## src/rtl/pcie_pkg.sv

```systemverilog
// Shared PCIe ingress definitions: controller state encoding and default word width.
package pcie_pkg;

    localparam int DATA_W_DEFAULT = 6;

    localparam logic [1:0] ST_IDLE   = 2'd0;
    localparam logic [1:0] ST_ACTIVE = 2'd1;
    localparam logic [1:0] ST_INIT   = 2'd2;
    localparam logic [1:0] ST_ERROR  = 2'd3;

endpackage

```

## src/rtl/pcie_ingress_fifo.sv

```systemverilog
// Ingress word buffer: DEPTH x DATA_W register file with wrapping pointers and an occupancy count.
module pcie_ingress_fifo
    import pcie_pkg::*;
#(
    parameter int DATA_W = DATA_W_DEFAULT,
    parameter int DEPTH  = 4
) (
    input  logic              clk,
    input  logic              reset_L,
    input  logic              clr,
    input  logic              wr_en,
    input  logic [DATA_W-1:0] wr_data,
    input  logic              rd_en,
    output logic [DATA_W-1:0] head,
    output logic              full,
    output logic              empty
);

    localparam int AW = $clog2(DEPTH);

    logic [DATA_W-1:0] mem [DEPTH];
    logic [AW-1:0]     wr_ptr;
    logic [AW-1:0]     rd_ptr;
    logic [AW:0]       count;

    assign full  = (count == (AW+1)'(DEPTH));
    assign empty = (count == '0);
    assign head  = mem[rd_ptr];

    // Storage is not reset; only the pointers and count define what is valid.
    always_ff @(posedge clk) begin
        if (wr_en) begin
            mem[wr_ptr] <= wr_data;
        end
    end

    always_ff @(posedge clk or negedge reset_L) begin
        if (!reset_L) begin
            wr_ptr <= '0;
            rd_ptr <= '0;
            count  <= '0;
        end else if (clr) begin
            wr_ptr <= '0;
            rd_ptr <= '0;
            count  <= '0;
        end else begin
            if (wr_en) begin
                wr_ptr <= wr_ptr + 1'b1;
            end
            if (rd_en) begin
                rd_ptr <= rd_ptr + 1'b1;
            end
            case ({wr_en, rd_en})
                2'b10:   count <= count + 1'b1;
                2'b01:   count <= count - 1'b1;
                default: count <= count;
            endcase
        end
    end

endmodule

```

## src/rtl/pcie_ingress_ctrl.sv

```systemverilog
// Host-to-PCIe ingress flow controller with stall detection.
// Optional launched-word counter output enabled by defining PCIE_INGRESS_STATS_EN.
module pcie_ingress_ctrl
    import pcie_pkg::*;
#(
    parameter int DATA_W    = DATA_W_DEFAULT,
    parameter int DEPTH     = 4,
    parameter int STALL_MAX = 8
) (
    input  logic              clk,
    input  logic              reset_L,
    input  logic              init,
    input  logic [DATA_W-1:0] host_data,
    input  logic              host_valid,
    output logic              host_ready,
    input  logic              Pausa_MF,
    output logic [DATA_W-1:0] data_in_principal,
    output logic              push,
    output logic              idle_out,
    output logic              active_out,
    output logic              error_out
`ifdef PCIE_INGRESS_STATS_EN
    ,
    output logic [15:0]       words_sent
`endif
);

    localparam int SW = $clog2(STALL_MAX + 1);

    logic [1:0]        state;
    logic [1:0]        state_next;
    logic [SW-1:0]     stall_cnt;
    logic [DATA_W-1:0] head;
    logic              full;
    logic              empty;
    logic              wr_en;
    logic              launch;
    logic              stalled;
    logic              stall_hit;

    assign host_ready = reset_L && ((state == ST_IDLE) || (state == ST_ACTIVE)) && !full;

    // A pending init takes priority over both the host write and the launch.
    assign wr_en     = host_valid && host_ready && !init;
    assign launch    = (state == ST_ACTIVE) && !empty && !Pausa_MF && !init;
    assign stalled   = host_valid && full;
    assign stall_hit = stalled && (stall_cnt == SW'(STALL_MAX - 1));

    assign idle_out   = (state == ST_IDLE);
    assign active_out = (state == ST_ACTIVE);
    assign error_out  = (state == ST_ERROR);

    pcie_ingress_fifo #(
        .DATA_W (DATA_W),
        .DEPTH  (DEPTH)
    ) u_fifo (
        .clk     (clk),
        .reset_L (reset_L),
        .clr     (state == ST_INIT),
        .wr_en   (wr_en),
        .wr_data (host_data),
        .rd_en   (launch),
        .head    (head),
        .full    (full),
        .empty   (empty)
    );

    always_comb begin
        state_next = state;
        if (init) begin
            state_next = ST_INIT;
        end else begin
            case (state)
                ST_IDLE: begin
                    if (stall_hit)  state_next = ST_ERROR;
                    else if (wr_en) state_next = ST_ACTIVE;
                end
                ST_ACTIVE: begin
                    if (stall_hit)            state_next = ST_ERROR;
                    else if (empty && !wr_en) state_next = ST_IDLE;
                end
                ST_INIT:  state_next = ST_IDLE;
                default:  state_next = ST_ERROR;
            endcase
        end
    end

    always_ff @(posedge clk or negedge reset_L) begin
        if (!reset_L) begin
            state <= ST_IDLE;
        end else begin
            state <= state_next;
        end
    end

    // Stall counter saturates so a host still pushing in ERROR cannot wrap it.
    always_ff @(posedge clk or negedge reset_L) begin
        if (!reset_L) begin
            stall_cnt <= '0;
        end else if (state == ST_INIT || !stalled) begin
            stall_cnt <= '0;
        end else if (stall_cnt != SW'(STALL_MAX)) begin
            stall_cnt <= stall_cnt + 1'b1;
        end
    end

    always_ff @(posedge clk or negedge reset_L) begin
        if (!reset_L) begin
            push              <= 1'b0;
            data_in_principal <= '0;
        end else begin
            push <= launch;
            if (launch) begin
                data_in_principal <= head;
            end
        end
    end

`ifdef PCIE_INGRESS_STATS_EN
    always_ff @(posedge clk or negedge reset_L) begin
        if (!reset_L) begin
            words_sent <= '0;
        end else if (state == ST_INIT) begin
            words_sent <= '0;
        end else if (launch) begin
            words_sent <= words_sent + 16'd1;
        end
    end
`endif

endmodule

```

## config.mk

```make
export PLATFORM = sky130hd
export DESIGN_NAME = pcie_ingress_ctrl
export DESIGN_NICKNAME = d
export VERILOG_FILES = /design/src/rtl/pcie_pkg.sv /design/src/rtl/pcie_ingress_fifo.sv /design/src/rtl/pcie_ingress_ctrl.sv
export SDC_FILE = /design/constraint.sdc
export NUM_CORES = 1
export LEC_CHECK = 0
export CORE_MARGIN = 1.5
export CORE_UTILIZATION = 49
export CTS_CLUSTER_SIZE = 25
export DETAILED_ROUTE_END_ITERATION = 10
export GPL_TIMING_DRIVEN = 0
export MAX_ROUTING_LAYER = met4
export PLACE_DENSITY = 0.74
export SLEW_MARGIN = 20
export SYNTH_ARGS = -nofsm -noshare
export SYNTH_HDL_FRONTEND = slang
export SYNTH_SLANG_ARGS = --single-unit
```

## constraint.sdc

```tcl
create_clock -name clk -period 2.4 [get_ports clk]
set_clock_uncertainty 0.15 [all_clocks]
set_input_delay 0.72 -clock clk [delete_from_list [all_inputs] [get_ports clk]]
set_output_delay 0.72 -clock clk [all_outputs]
set_load 0.05 [all_outputs]
```

==> flow_summary.ini <==
[sta]
drv_slew = 0
fin_crit_sh = 0.998
hold_violations = 0
post-route-min-period_ns = 2.39
rsz0062_at_grt = yes
tightest_slew_ns = 0.506
relSlewSlack = 0.662
fmax_ghz = 0.418
fin_ws_ns = 0.00514
setup_viol = 0

[worst_setup_path]
worstPathMaxFanout = 4
endpoint_kind = flip-flop
cp.buffers_inverters = 1
cp_slowest_cell = fa_2
slowest_delay_ns = 0.33
cp_top_family = simple AND/OR/NAND/NOR gates
worstPathArrival_ns = 2.46
worstPathRequired_ns = 2.47
worst-setup-path-type = primary input to flip-flop
startpoint_type = primary input
crit_chain = dlygate4sd2_1 > and4bb_4 > nand2_2 > ha_4 > fa_2 > xnor2_1 > or3_1 > a21oi_1

[logic_synthesis]
synthArstFlopShare = 0.455
ys_types = 34
yosysWarnings = 0
synth_seq_area_share = 0.630
synth_seq_cells = 44
synth_fa_ha_area_frac = 0.0556
syn_nets = 152
synth_top_family_by_area = multiplexers
muxShareOfSynthArea = 0.125
synth_xor_area_frac = 0.0181
syn_area_per_cell_sq_um = 14.6
synth_area_sq_um = 1940
synth_compound_area_frac = 0.0329
synthSimpleGateAreaFrac = 0.118
synthCells = 133
synth-edff-count = 24
synthFlopType = edfxtp_1

[clock_network]
cts.sinks = 44
cts.clk_slew.worst_paths_ns = 0.09
cts_max_level = 2
root_buffer = clkbuf_8
ctsHoldBuffers = 0
cts_tree = done
clk_path_buf_depth = 2
clock_latency_ns = 0.29
numCtsBuffers = 5

[global_route]
grt_usage = 0.188
grt_pass1_vias = 1241
grt.overflow.total = 0
grt_max_degree = 24
grt_first_pass_wirelength_mm = 5.64
grt_antenna_before_repair = 0

[placed_design]
gp_congestion = 0.736
placed_cell_area_sq_um = 2230
place_ws_ns = -1.52
place_hpwl_mm = 2.50
numPortBuffers = 21

[pwr]
ir_drop_mv = 0.374
power.total_mw = 1.44
p_leak_nw = 0.933
p_per_area_nw_per_um2 = 612

[route]
drtIter0Drc = 50
drt-wirelength-per-cell_microns = 16.4
routed_wl_mm = 3.46
drtAntennaViolNets = 0
via_per_inst = 5.53
vias = 1167
dr.pass1.iters = 5
drc = 0

[floorplanning]
initial_core_util = 0.521
die_h_microns = 65.9
ios = 22
rows = 22
dieArea_sq_um = 4340
coreArea_sq_um = 3720
die_w_microns = 65.9

[final_layout]
nNetsFinal = 181
diodes = 0
syn_to_final_growth_pct = 21.6
fillers = 302
stdcell_area_sq_um = 2350
drive_gt1_frac = 0.245

[run_status]
status = finished clean

[job]
max-cap-violations = 0

[hold_path]
min_path_type = primary input to asynchronous set/reset pin
## synthesized netlist by cell type (all sizes together) (3+ instances only)
cell	instances	share of area
mux2i	4	0.021
clkbuf	3	0.0058
and3	4	0.013
o21ai	6	0.016
mux2	6	0.035
dfrtp	20	0.26
nand3	5	0.013
mux4	6	0.070
nor2	9	0.017
nand2	4	0.0077
ha	7	0.045
edfxtp	24	0.37
or3	3	0.0097
a21oi	5	0.013
inv	5	0.0097
## registers in the layout, summed over array words and instances (netlist names)
signal,count
u_fifo.count,3
u_fifo.mem,24
u_fifo.rd_ptr,2
u_fifo.wr_ptr,2
state,2
stall_cnt,4
push,1
data_in_principal,6
## cells by family (layout without fill, tap and decap cells)
family,Yosys count,after routing
buf+inv,10,40
compound gates,12,12
xor+xnor,4,4
mux,16,16
simple gates,39,39
fa+ha+maj,8,8
flops,44,44
## layer usage
metal  up-vias  GRT usage  wire length (microns)
met3         4     0.0733                    179
li1        546          -                      -
met5         -          -                      0
met2        27      0.298                   1810
met1       590      0.221                   1420
met4         0     0.0651                     46
## metrics by stage
step                       TNS (ns)  utilization  hold WS [ns]  instances
final                             0        0.634         0.107        211
after global placement       -27.77        0.600         0.338        202
after global routing         -0.118        0.634         0.101        211
after detailed placement     -29.62        0.600         0.352        202
after CTS                  -0.00776        0.636         0.113        211
after floorplan           -0.000215            -         0.274        133
## cell usage in the layout, fill, tap and decap left out, types with 4 or more instances in the layout
cell,n
a21oi_1,5
and3_1,4
buf_2,4
clkbuf_8,5
clkdlybuf4s50_1,13
dfrtp_1,18
edfxtp_1,24
ha_1,6
inv_1,5
mux2_2,6
mux2i_1,4
mux4_2,6
nand3_1,5
nor2_1,9
o21ai_0,6
## layout make-up
| cell class | count | area, sq um | share of cell area |
|---|---|---|---|
| sequential | 44 | 1220 | 0.520 |
| tap | 48 | 60.1 | 0.0255 |
| timing repair buffer | 23 | 205 | 0.0871 |
| clock buffer | 5 | 68.8 | 0.0292 |
| buffer | 4 | 17.5 | 0.00744 |
| multi-input combinational | 79 | 714 | 0.303 |
| inverter | 5 | 18.8 | 0.00797 |
| clock inverter | 3 | 46.3 | 0.0197 |
## power by group
part | internal, mW | total [mW] | switching (mW)
Sequential | 0.803 | 0.807 | 0.00427
Clock | 0.313 | 0.566 | 0.252
Combinational | 0.0283 | 0.0690 | 0.0407
Total | 1.14 | 1.44 | 0.297
## final timing paths
kind | from | to | slack [ns] | cells past startpoint
worst max-delay path | host_valid | u_fifo.count[2] | 0.005 | 8
worst min-delay path | reset_L | data_in_principal[0] | 0.11 | 1
worst max register to register | u_fifo.count[2] | u_fifo.count[2] | 0.05 | 8
worst min register to register | data_in_principal[5] | data_in_principal[5] | 0.37 | 1
max in group asynchronous | reset_L | u_fifo.count[0] | 1.78 | 1
min in group clk | data_in_principal[5] | data_in_principal[5] | 0.37 | 1
## timing repair
item | in CTS | in global routing
hold endpoints to repair | 0 | 0
resized for setup | 32 | 7
setup buffers | 2 | 0
pin swaps | 3 | 0
setup endpoints to repair | 34 | 5
(Power assumes the default switching activity.)
